[src/rtl/nec_prefetch_queue.sv]
// nec_prefetch_queue: instruction prefetch queue producer (8-byte IPQ, word or byte bus); PREFETCH_8BIT_BUS_EN selects the 8-bit bus
module nec_prefetch_queue (
  input  logic        i_clk,
  input  logic        i_reset_n,
  input  logic        i_ce,
  input  logic        i_flush,
  input  logic [15:0] i_flush_pc,
  input  logic [15:0] i_ps,
  input  logic        i_consume,
  input  logic [3:0]  i_consume_len,
  output logic [63:0] o_ipq,
  output logic [3:0]  o_ipq_len,
  output logic [15:0] o_head_pc,
  output logic        o_fetch_req,
  output logic [19:0] o_fetch_addr,
  input  logic        i_fetch_ack,
  input  logic [15:0] i_fetch_data
);
  typedef enum logic [1:0] {IDLE, REQ, DISCARD} state_t;
  state_t      r_state;
  logic [7:0]  r_ipq [8];
  logic [3:0]  r_len;
  logic [15:0] r_head_pc;
  logic        r_req;
  logic [19:0] r_addr;
  logic [15:0] w_fetch_pc;
  logic [19:0] w_sum;
  logic [19:0] w_addr;
  logic [3:0]  w_free;
  logic [3:0]  w_need;
  logic [3:0]  w_written;
  logic [3:0]  w_take;
  logic [3:0]  w_len_next;
  logic [2:0]  w_slot;
  logic [2:0]  w_slot_hi;
  logic        w_accept;
  // head + len always names the next byte to fetch; consume moves both and leaves it unchanged
  assign w_fetch_pc = r_head_pc + {12'd0, r_len};
  assign w_sum      = {i_ps, 4'h0} + {4'h0, w_fetch_pc};
  assign w_free     = 4'd8 - r_len;
  assign w_slot     = w_fetch_pc[2:0];
  assign w_slot_hi  = w_slot + 3'd1;
  assign w_accept   = (r_state == REQ) && i_fetch_ack;
`ifdef PREFETCH_8BIT_BUS_EN
  assign w_addr     = w_sum;
  assign w_need     = 4'd1;
  assign w_written  = 4'd1;
`else
  localparam logic [3:0] FETCH_MIN = 4'd2;
  assign w_addr     = w_sum & ~20'h1;
  assign w_need     = w_fetch_pc[0] ? 4'd1 : FETCH_MIN;
  assign w_written  = w_fetch_pc[0] ? 4'd1 : 4'd2;
`endif
  // an over-long consume is clamped so the length cannot underflow
  assign w_take     = !i_consume ? 4'd0 : (i_consume_len > r_len) ? r_len : i_consume_len;
  assign w_len_next = r_len - w_take + (w_accept ? w_written : 4'd0);
  assign o_ipq_len    = r_len;
  assign o_head_pc    = r_head_pc;
  assign o_fetch_req  = r_req;
  assign o_fetch_addr = r_addr;
  genvar i;
  for (i = 0; i < 8; i++) begin : g_ipq
    assign o_ipq[8*i +: 8] = r_ipq[i];
  end
  // fetch FSM with queue bookkeeping; flush overrides consume and drops any ack data
  always_ff @(posedge i_clk or negedge i_reset_n)
    if (!i_reset_n) begin
      r_state   <= IDLE;
      r_req     <= 1'b0;
      r_addr    <= '0;
      r_len     <= '0;
      r_head_pc <= '0;
      for (int k = 0; k < 8; k++) r_ipq[k] <= 8'h00;
    end else if (i_ce) begin
      if (i_flush) begin
        r_head_pc <= i_flush_pc;
        r_len     <= '0;
      end else begin
        r_head_pc <= r_head_pc + {12'd0, w_take};
        r_len     <= w_len_next;
      end
      if (w_accept && !i_flush) begin
`ifdef PREFETCH_8BIT_BUS_EN
        r_ipq[w_slot] <= i_fetch_data[7:0];
`else
        if (w_fetch_pc[0]) r_ipq[w_slot] <= i_fetch_data[15:8];
        else begin
          r_ipq[w_slot]    <= i_fetch_data[7:0];
          r_ipq[w_slot_hi] <= i_fetch_data[15:8];
        end
`endif
      end
      case (r_state)
        IDLE: if (!i_flush && w_free >= w_need) begin
          r_req   <= 1'b1;
          r_addr  <= w_addr;
          r_state <= REQ;
        end
        REQ: if (i_fetch_ack) begin
          r_req   <= 1'b0;
          r_state <= IDLE;
        end else if (i_flush) r_state <= DISCARD;
        DISCARD: if (i_fetch_ack) begin
          r_req   <= 1'b0;
          r_state <= IDLE;
        end
        default: r_state <= IDLE;
      endcase
    end
  // the decoder must never retire more bytes than are valid
  a_consume_len: assert property (@(posedge i_clk) disable iff (!i_reset_n)
    (i_ce && i_consume && !i_flush) |-> (i_consume_len <= r_len));
endmodule

[config.mk]
export PLATFORM = sky130hd
export DESIGN_NAME = nec_prefetch_queue
export DESIGN_NICKNAME = d
export VERILOG_FILES = /design/src/rtl/nec_prefetch_queue.sv
export SDC_FILE = /design/constraint.sdc
export NUM_CORES = 1
export LEC_CHECK = 0
export BUFFER_PORTS_ARGS = -buffer_cell sky130_fd_sc_hd__clkbuf_2
export CAP_MARGIN = 25
export CORE_MARGIN = 4
export CORE_UTILIZATION = 48
export CTS_CLUSTER_SIZE = 25
export DETAILED_ROUTE_END_ITERATION = 6
export GPL_TIMING_DRIVEN = 0
export MAX_ROUTING_LAYER = met4
export PLACE_DENSITY = 0.74
export SLEW_MARGIN = 30
export SYNTH_ARGS = -nofsm -noshare
export SYNTH_HDL_FRONTEND = slang
export SYNTH_SLANG_ARGS = --single-unit
export TNS_END_PERCENT = 100
[constraint.sdc]
create_clock -name i_clk -period 4 [get_ports i_clk]
set_input_delay 0.8 -clock i_clk [delete_from_list [all_inputs] [get_ports i_clk]]
set_output_delay 0.8 -clock i_clk [all_outputs]
set_load 0.02 [all_outputs]
==> impl_metrics.tcl, run 1 <==
set metrics [dict create \
    dp_cells 891 \
    wl_um 14970 \
    p_sw_mw 2.409 \
    grt_usage_pct 22.08 \
    grt_antenna_before_repair 0 \
    cts_tree "yes" \
    slew_headroom_pct 51.42 \
    yosys-top-cells-count "106 x dfrtp_1, 64 x mux2_2, 46 x nand2_1" \
    grt_pass1_vias 5052 \
    drv_cap 0 \
    synth-edff-count 0 \
    ys.flop_type "dfrtp_1" \
    ys_async_sr_fraction_pct 100.0 \
    core_region_area_um2 12060 \
    cts_sinks 106 \
    dr.pass1.iters 4 \
    pwr-share-seq_pct 30.7 \
    synth_seq_cells 106 \
    critPathMaxFanout 6 \
    die_height_um 119.2 \
    cts-root-buf "clkbuf_16" \
    gp_congestion 0.9030 \
    cts_max_level 3 \
    grt_pass1_wl_um 24860 \
    critical_path.cell_chain "inv_2 > ha_1 > nand4_1 > o21ai_0 > a21oi_2 > mux2i_1 > nand2b_1 > inv_1 > fa_1 > inv_1 > ha_1 > a21o_1 > a21oi_2 > xor2_2 > nand2_1 > o221ai_1 > a22oi_1" \
    p_leak_nw 3.725 \
    cpMaxStageDelayCell "fa_1" \
    clkSlewWorstSetupHoldPaths_ns 0.08 \
    finalHoldViolCount 0 \
    p_clk_share_pct 16.9 \
    critical_path_class "flop to flop" \
    grt_max_degree 77 \
    outcome "finished clean" \
    power_density_nw_per_um2 745.4 \
    synthMostInstantiatedCell "dfrtp_1" \
    die_x_um 119.2 \
    drc 0 \
    start_util_pct 49.21 \
    rsz0062_at_grt "no" \
    yosysTopAreaCellShare_pct 44.69 \
    synth_nets 661 \
    area_growth_pct 23.63 \
    p_int_mw 3.060 \
    placed_cell_area_um2 6987 \
    fin_cells 909 \
    arrival_ns 3.91 \
    antenna_left 0 \
    yosys.cell_types.count 56 \
    drt_iter0_markers 297 \
    timing.final.crit_share_pct 92.31 \
    setup_viol 0 \
    dp_hpwl_um 11530 \
    dieArea_um2 14210 \
    n_antenna_cell 0 \
    fin_crit_ns 3.692 \
    yosys-top-cells-area "dfrtp_1 45%, mux2_2 12%, ha_1 7.6%, o21ai_0 3.6%, xnor2_1 3.1%" \
    synth_top_area_cell "dfrtp_1" \
    dr_total_vias 4933 \
    num_rows 40 \
    cts_buffers 9 \
    syn_area_per_cell_um2 10.56 \
    critPathMaxStageDelay_ns 0.51 \
    synth_area_um2 5936 \
    insertion_delay_ns 0.35 \
    nets 835 \
    start_kind "flop" \
    swShare_pct 44.05 \
    viasPerCell 5.427 \
    hold_slack_ns 0.3271 \
    synth_seq_area_share_pct 44.69 \
    irDropWorstVdd_uv 386.6 \
    clock.fmax_mhz 270.8 \
    min_path_type "primary input to asynchronous set/reset pin" \
    yosysWarnings 0 \
    rr_worst_depth 17 \
    clockBufferDepth 2 \
    cp-end-kind "flop" \
    drive_gt1_share_pct 36.44 \
    synthCells 562 \
    boundaryPins 163 \
    avgRoutedWirePerCell_um 16.47 \
    gr-total-overflow 0 \
    comb_power_share_pct 52.5 \
    slew_violations 0 \
    port_buffers 160 \
    worst_pin_slew_ns 0.7247 \
    finalClockSkew_ns 0.01239 \
    critPathRequiredTime_ns 4.22 \
    fin_area_um2 7338 \
]
-- critical path, delay by kind of cell, from the launching register on --
family	cells	cell delay, ns
compound gates	6	0.94
buf+inv	3	0.32
simple gates	3	0.33
xor+xnor	1	0.24
flops	1	0.46
mux	1	0.19
fa+ha+maj	3	1.06
-- registers in the layout, summed over array words and instances (netlist names) --
name	count
o_ipq	64
o_head_pc	16
r_state	2
o_fetch_req	1
o_ipq_len	4
o_fetch_addr	19
-- area by class of cell --
cell class,instances,area (um2)
Multi-Input combinational cell,405,3102
Buffer,22,95.09
Inverter,29,108.9
Clock inverter,6,72.57
Timing Repair Buffer,163,852.1
Fill cell,1057,4723
Tap cell,168,210.2
Clock buffer,10,239.0
Sequential cell,106,2659
-- timing repair --
action,in CTS,in global routing
setup endpoints to repair,1,10
hold buffers,0,0
resized for setup,0,11
buffers inserted,1,1
hold endpoints to repair,0,0
pin swaps,1,2
-- per-stage QoR --
| step | worst slack, ns | total power, mW | setup TNS (ns) | utilization (%) |
|---|---|---|---|---|
| global placement | -0.1582 | 4.362 | -0.1582 | 57.62 |
| finish | 0.3075 | 5.470 | 0 | 60.84 |
| global route | 0.03607 | 5.909 | 0 | 60.84 |
| floorplan | 0.1342 | 3.640 | 0 | - |
| detailed placement | -0.3316 | 4.510 | -0.4828 | 57.93 |
| CTS | 0.06161 | 5.463 | 0 | 60.57 |
-- cells by family after synthesis --
| kind of cell | share of synthesized area (%) |
|---|---|
| AOI/OAI and AO/OA | 13.43 |
| adders and majority gates | 9.275 |
| xor gates and xnor gates | 4.996 |
| other | 0.06318 |
| muxes | 13.85 |
| DFF | 44.69 |
| buffers and inverters | 3.436 |
| and+or+nand+nor | 10.27 |
-- routing by layer --
metal,track usage [%],share of wire (%),vias up
met3,3.181,4.5,23
li1,-,-,2350
met4,8.327,1.9,0
met5,-,0,-
met2,36.31,51,161
met1,27.77,43,2399
-- cell usage in the layout, fill, tap and decap left out, types with 3 or more instances in the layout --
cell type and count:
a211oi_1 4, a21o_1 7, a21oi_1 31, a21oi_2 3, a31oi_1 4, a41o_1 3
and3_1 3, buf_2 4, buf_4 4, clkbuf_1 14, clkbuf_16 9, clkbuf_2 159
dfrtp_1 101, dfrtp_2 5, fa_1 5, ha_1 36, inv_1 28, mux2_2 64
mux2i_1 9, nand2_1 46, nand2_2 4, nand2b_1 5, nand3_1 14, nand4_1 6
nor2_1 18, nor2b_1 8, nor3_1 7, o211ai_1 4, o21a_1 3, o21ai_0 42
o22ai_1 16, xnor2_1 21, xor2_1 10
-- worst paths after layout --
kind | from | endpoint | slack [ns]
max in group asynchronous | i_reset_n | r_state[0] | 3.02
hold reg to reg | o_fetch_addr[18] | o_fetch_addr[18] | 0.48
setup reg to reg | o_ipq_len[1] | o_ipq_len[3] | 0.31
min in group i_clk | o_fetch_addr[18] | o_fetch_addr[18] | 0.48
setup / recovery | o_ipq_len[1] | o_ipq_len[3] | 0.31
hold / removal | i_reset_n | o_head_pc[10] | 0.33
-- power by group through the flow --
stage | logic, mW | registers, mW | clock network (mW)
2_1_floorplan | 1.59 | 2.05 | 0
3_3_place_gp | 2.70 | 1.66 | 0
3_5_place_dp | 2.82 | 1.69 | 0
4_1_cts | 2.84 | 1.68 | 0.947
5_1_grt | 3.19 | 1.73 | 0.991
6_report | 2.87 | 1.68 | 0.923
Power figures use the tool's default switching activity.
==> run 2: changes to the inputs <==
--- a/config.mk
+++ b/config.mk
@@ -8,12 +8,12 @@
 export BUFFER_PORTS_ARGS = -buffer_cell sky130_fd_sc_hd__clkbuf_2
 export CAP_MARGIN = 25
 export CORE_MARGIN = 4
-export CORE_UTILIZATION = 48
+export CORE_UTILIZATION = 35
 export CTS_CLUSTER_SIZE = 25
 export DETAILED_ROUTE_END_ITERATION = 6
 export GPL_TIMING_DRIVEN = 0
 export MAX_ROUTING_LAYER = met4
-export PLACE_DENSITY = 0.74
+export PLACE_DENSITY = 0.54
 export SLEW_MARGIN = 30
 export SYNTH_ARGS = -nofsm -noshare
 export SYNTH_HDL_FRONTEND = slang
==> constraint.sdc (replaced) <==
create_clock -name i_clk -period 3.7 [get_ports i_clk]
set_input_delay 0.74 -clock i_clk [delete_from_list [all_inputs] [get_ports i_clk]]
set_output_delay 0.74 -clock i_clk [all_outputs]
set_load 0.02 [all_outputs]
==> run 2 against run 1 <==
Die area up 34%. Routed wire length increased by 6.4%. Clock skew increased by 0.0018 ns. Global-route usage down 4.9 points. Non-clock buffer count is 8 higher. Worst hold slack got worse by 0.028 ns. Setup slack got worse by 0.19 ns.
==> impl_metrics.tcl, run 2 (same netlist as run 1, synthesis figures left out) <==
set metrics [dict create \
    outcome "finished clean" \
    cp_top_family "adder cells" \
    cpMaxStageDelayCell "fa_1" \
    drt_iter0_markers 198 \
    clock.fmax_mhz 279.4 \
    die_height_um 138.2 \
    antenna_left 0 \
    grt_antenna_before_repair 0 \
    cts_buffers 9 \
    cts_hold_buf 0 \
    start_kind "flop" \
    mostFrequentLayoutCell "clkbuf_2" \
    r2r-start "o_ipq_len[1]" \
    num_rows 47 \
    p_int_mw 3.304 \
    cts-root-buf "clkbuf_16" \
    crit_buf_inv 3 \
    port_buffers 160 \
    critical_path.cell_chain "inv_4 > ha_1 > nor2b_1 > o21ai_1 > a21oi_4 > mux2i_1 > nand2b_4 > inv_1 > fa_1 > inv_2 > ha_1 > a21o_1 > a21oi_2 > xor2_2 > nand2_1 > o221ai_1 > a22oi_1" \
    total_power_mw 5.951 \
    p_sw_mw 2.647 \
    swShare_pct 44.48 \
    dp_hpwl_um 12240 \
    die_x_um 138.2 \
    finalWorstSetupSlack_ns 0.1211 \
    comb_power_share_pct 54.2 \
    crit_top_cell "ha_1" \
    grt_pass1_vias 5023 \
    fin_area_um2 7505 \
    finalClockSkew_ns 0.01422 \
    slew_headroom_pct 45.85 \
    dieArea_um2 19110 \
    grt_usage_pct 17.18 \
    dr.pass1.iters 5 \
    slew_violations 0 \
    power_density_nw_per_um2 793.0 \
    clkSlewWorstSetupHoldPaths_ns 0.08 \
    avgRoutedWirePerCell_um 16.44 \
    dpl_worst_slack_ns -0.4394 \
    dr_total_vias 4929 \
    critical_path_class "flop to flop" \
    clockBufferDepth 2 \
    cp-end-kind "flop" \
    nets 843 \
    worst_pin_slew_ns 0.8079 \
    n_antenna_cell 0 \
    gr-total-overflow 0 \
    r2r_setup_slack_ns 0.12 \
    p_leak_nw 3.765 \
    arrival_ns 3.78 \
    critPathMaxFanout 5 \
    grt_max_degree 63 \
    cts_max_level 3 \
    critPathRequiredTime_ns 3.90 \
    fin_crit_ns 3.579 \
    fin_cells 969 \
    grt_pass1_wl_um 26190 \
    cts_tree "yes" \
    irDropWorstVdd_uv 307.1 \
    wl_um 15940 \
    largest_register_ffs 64 \
    min_path_type "primary input to asynchronous set/reset pin" \
    rr_worst_depth 17 \
    final_cell_mix "160 x clkbuf_2, 101 x dfrtp_1, 64 x mux2_2" \
    hold_slack_ns 0.2991 \
    pwr-share-seq_pct 30.1 \
    timing.final.crit_share_pct 96.73 \
    core_region_area_um2 16580 \
    boundaryPins 163 \
    cts_sinks 106 \
    drive_gt1_share_pct 39.12 \
    setup_viol 0 \
    viasPerCell 5.087 \
    p_clk_share_pct 15.7 \
    finalHoldViolCount 0 \
    drc 0 \
    start_util_pct 35.79 \
    placed_cell_area_um2 7063 \
    r2r_end "o_ipq_len[3]" \
    dp_cells 943 \
    critPathMaxStageDelay_ns 0.49 \
    fin_util_pct 45.25 \
    insertion_delay_ns 0.35 \
    gp_congestion 0.9379 \
    drv_cap 0 \
    area_growth_pct 26.43 \
    finalSetupTns_ns 0 \
]
[run 2: cell types whose count changed in the layout (fill, tap and decap cells not counted), moves of 2 or more]
cell	before	now
o21ai_0	42	39
o21ai_2	0	2
buf_4	4	11
fa_1	5	3
ha_2	0	2
ha_1	36	34
inv_1	28	26
fa_2	0	2
[run 2: worst max path at each step]
stage / start / end / slack (ns) / cells after the start
finish: o_ipq_len[1] / o_ipq_len[3] / 0.12 / 17
global route: o_ipq_len[0] / o_fetch_addr[16] / -0.01 / 16
CTS: o_ipq_len[1] / o_head_pc[14] / 0.01 / 17
detailed placement: i_consume_len[3] / o_ipq_len[3] / -0.44 / 17
global placement: i_consume_len[3] / o_ipq_len[3] / -0.33 / 17
floorplan: i_consume_len[1] / o_ipq_len[3] / 0.0004 / 16
[run 2: area by class of cell]
cell class	instances	area, um2
Inverter	29	111.4
Sequential cell	106	2659
Timing Repair Buffer	171	915.9
Tap cell	220	275.3
Clock inverter	6	56.30
Fill cell	1646	9079
Buffer	22	96.34
Multi-Input combinational cell	405	3162
Clock buffer	10	229.0
[run 2: what timing repair did]
action,4_1_cts,5_1_grt
setup endpoints to repair,9,18
buffers inserted,1,9
resized for setup,8,22
pin swaps,0,9
[run 2: per-layer routing]
metal | vias to the layer above | GRT usage [%] | wire (um)
met1 | 2415 | 21.55 | 7006
met3 | 19 | 2.417 | 583
li1 | 2369 | - | -
met2 | 126 | 28.65 | 8058
met5 | - | - | 0
met4 | 0 | 5.876 | 286
[run 2: power groups by stage]
stage               clock network, mW  registers, mW  logic, mW
finish                          0.932           1.79       3.23
floorplan                           0           2.22       1.74
global placement                    0           1.80       2.99
CTS                             0.971           1.81       3.13
global route                     1.02           1.85       3.58
detailed placement                  0           1.83       3.07
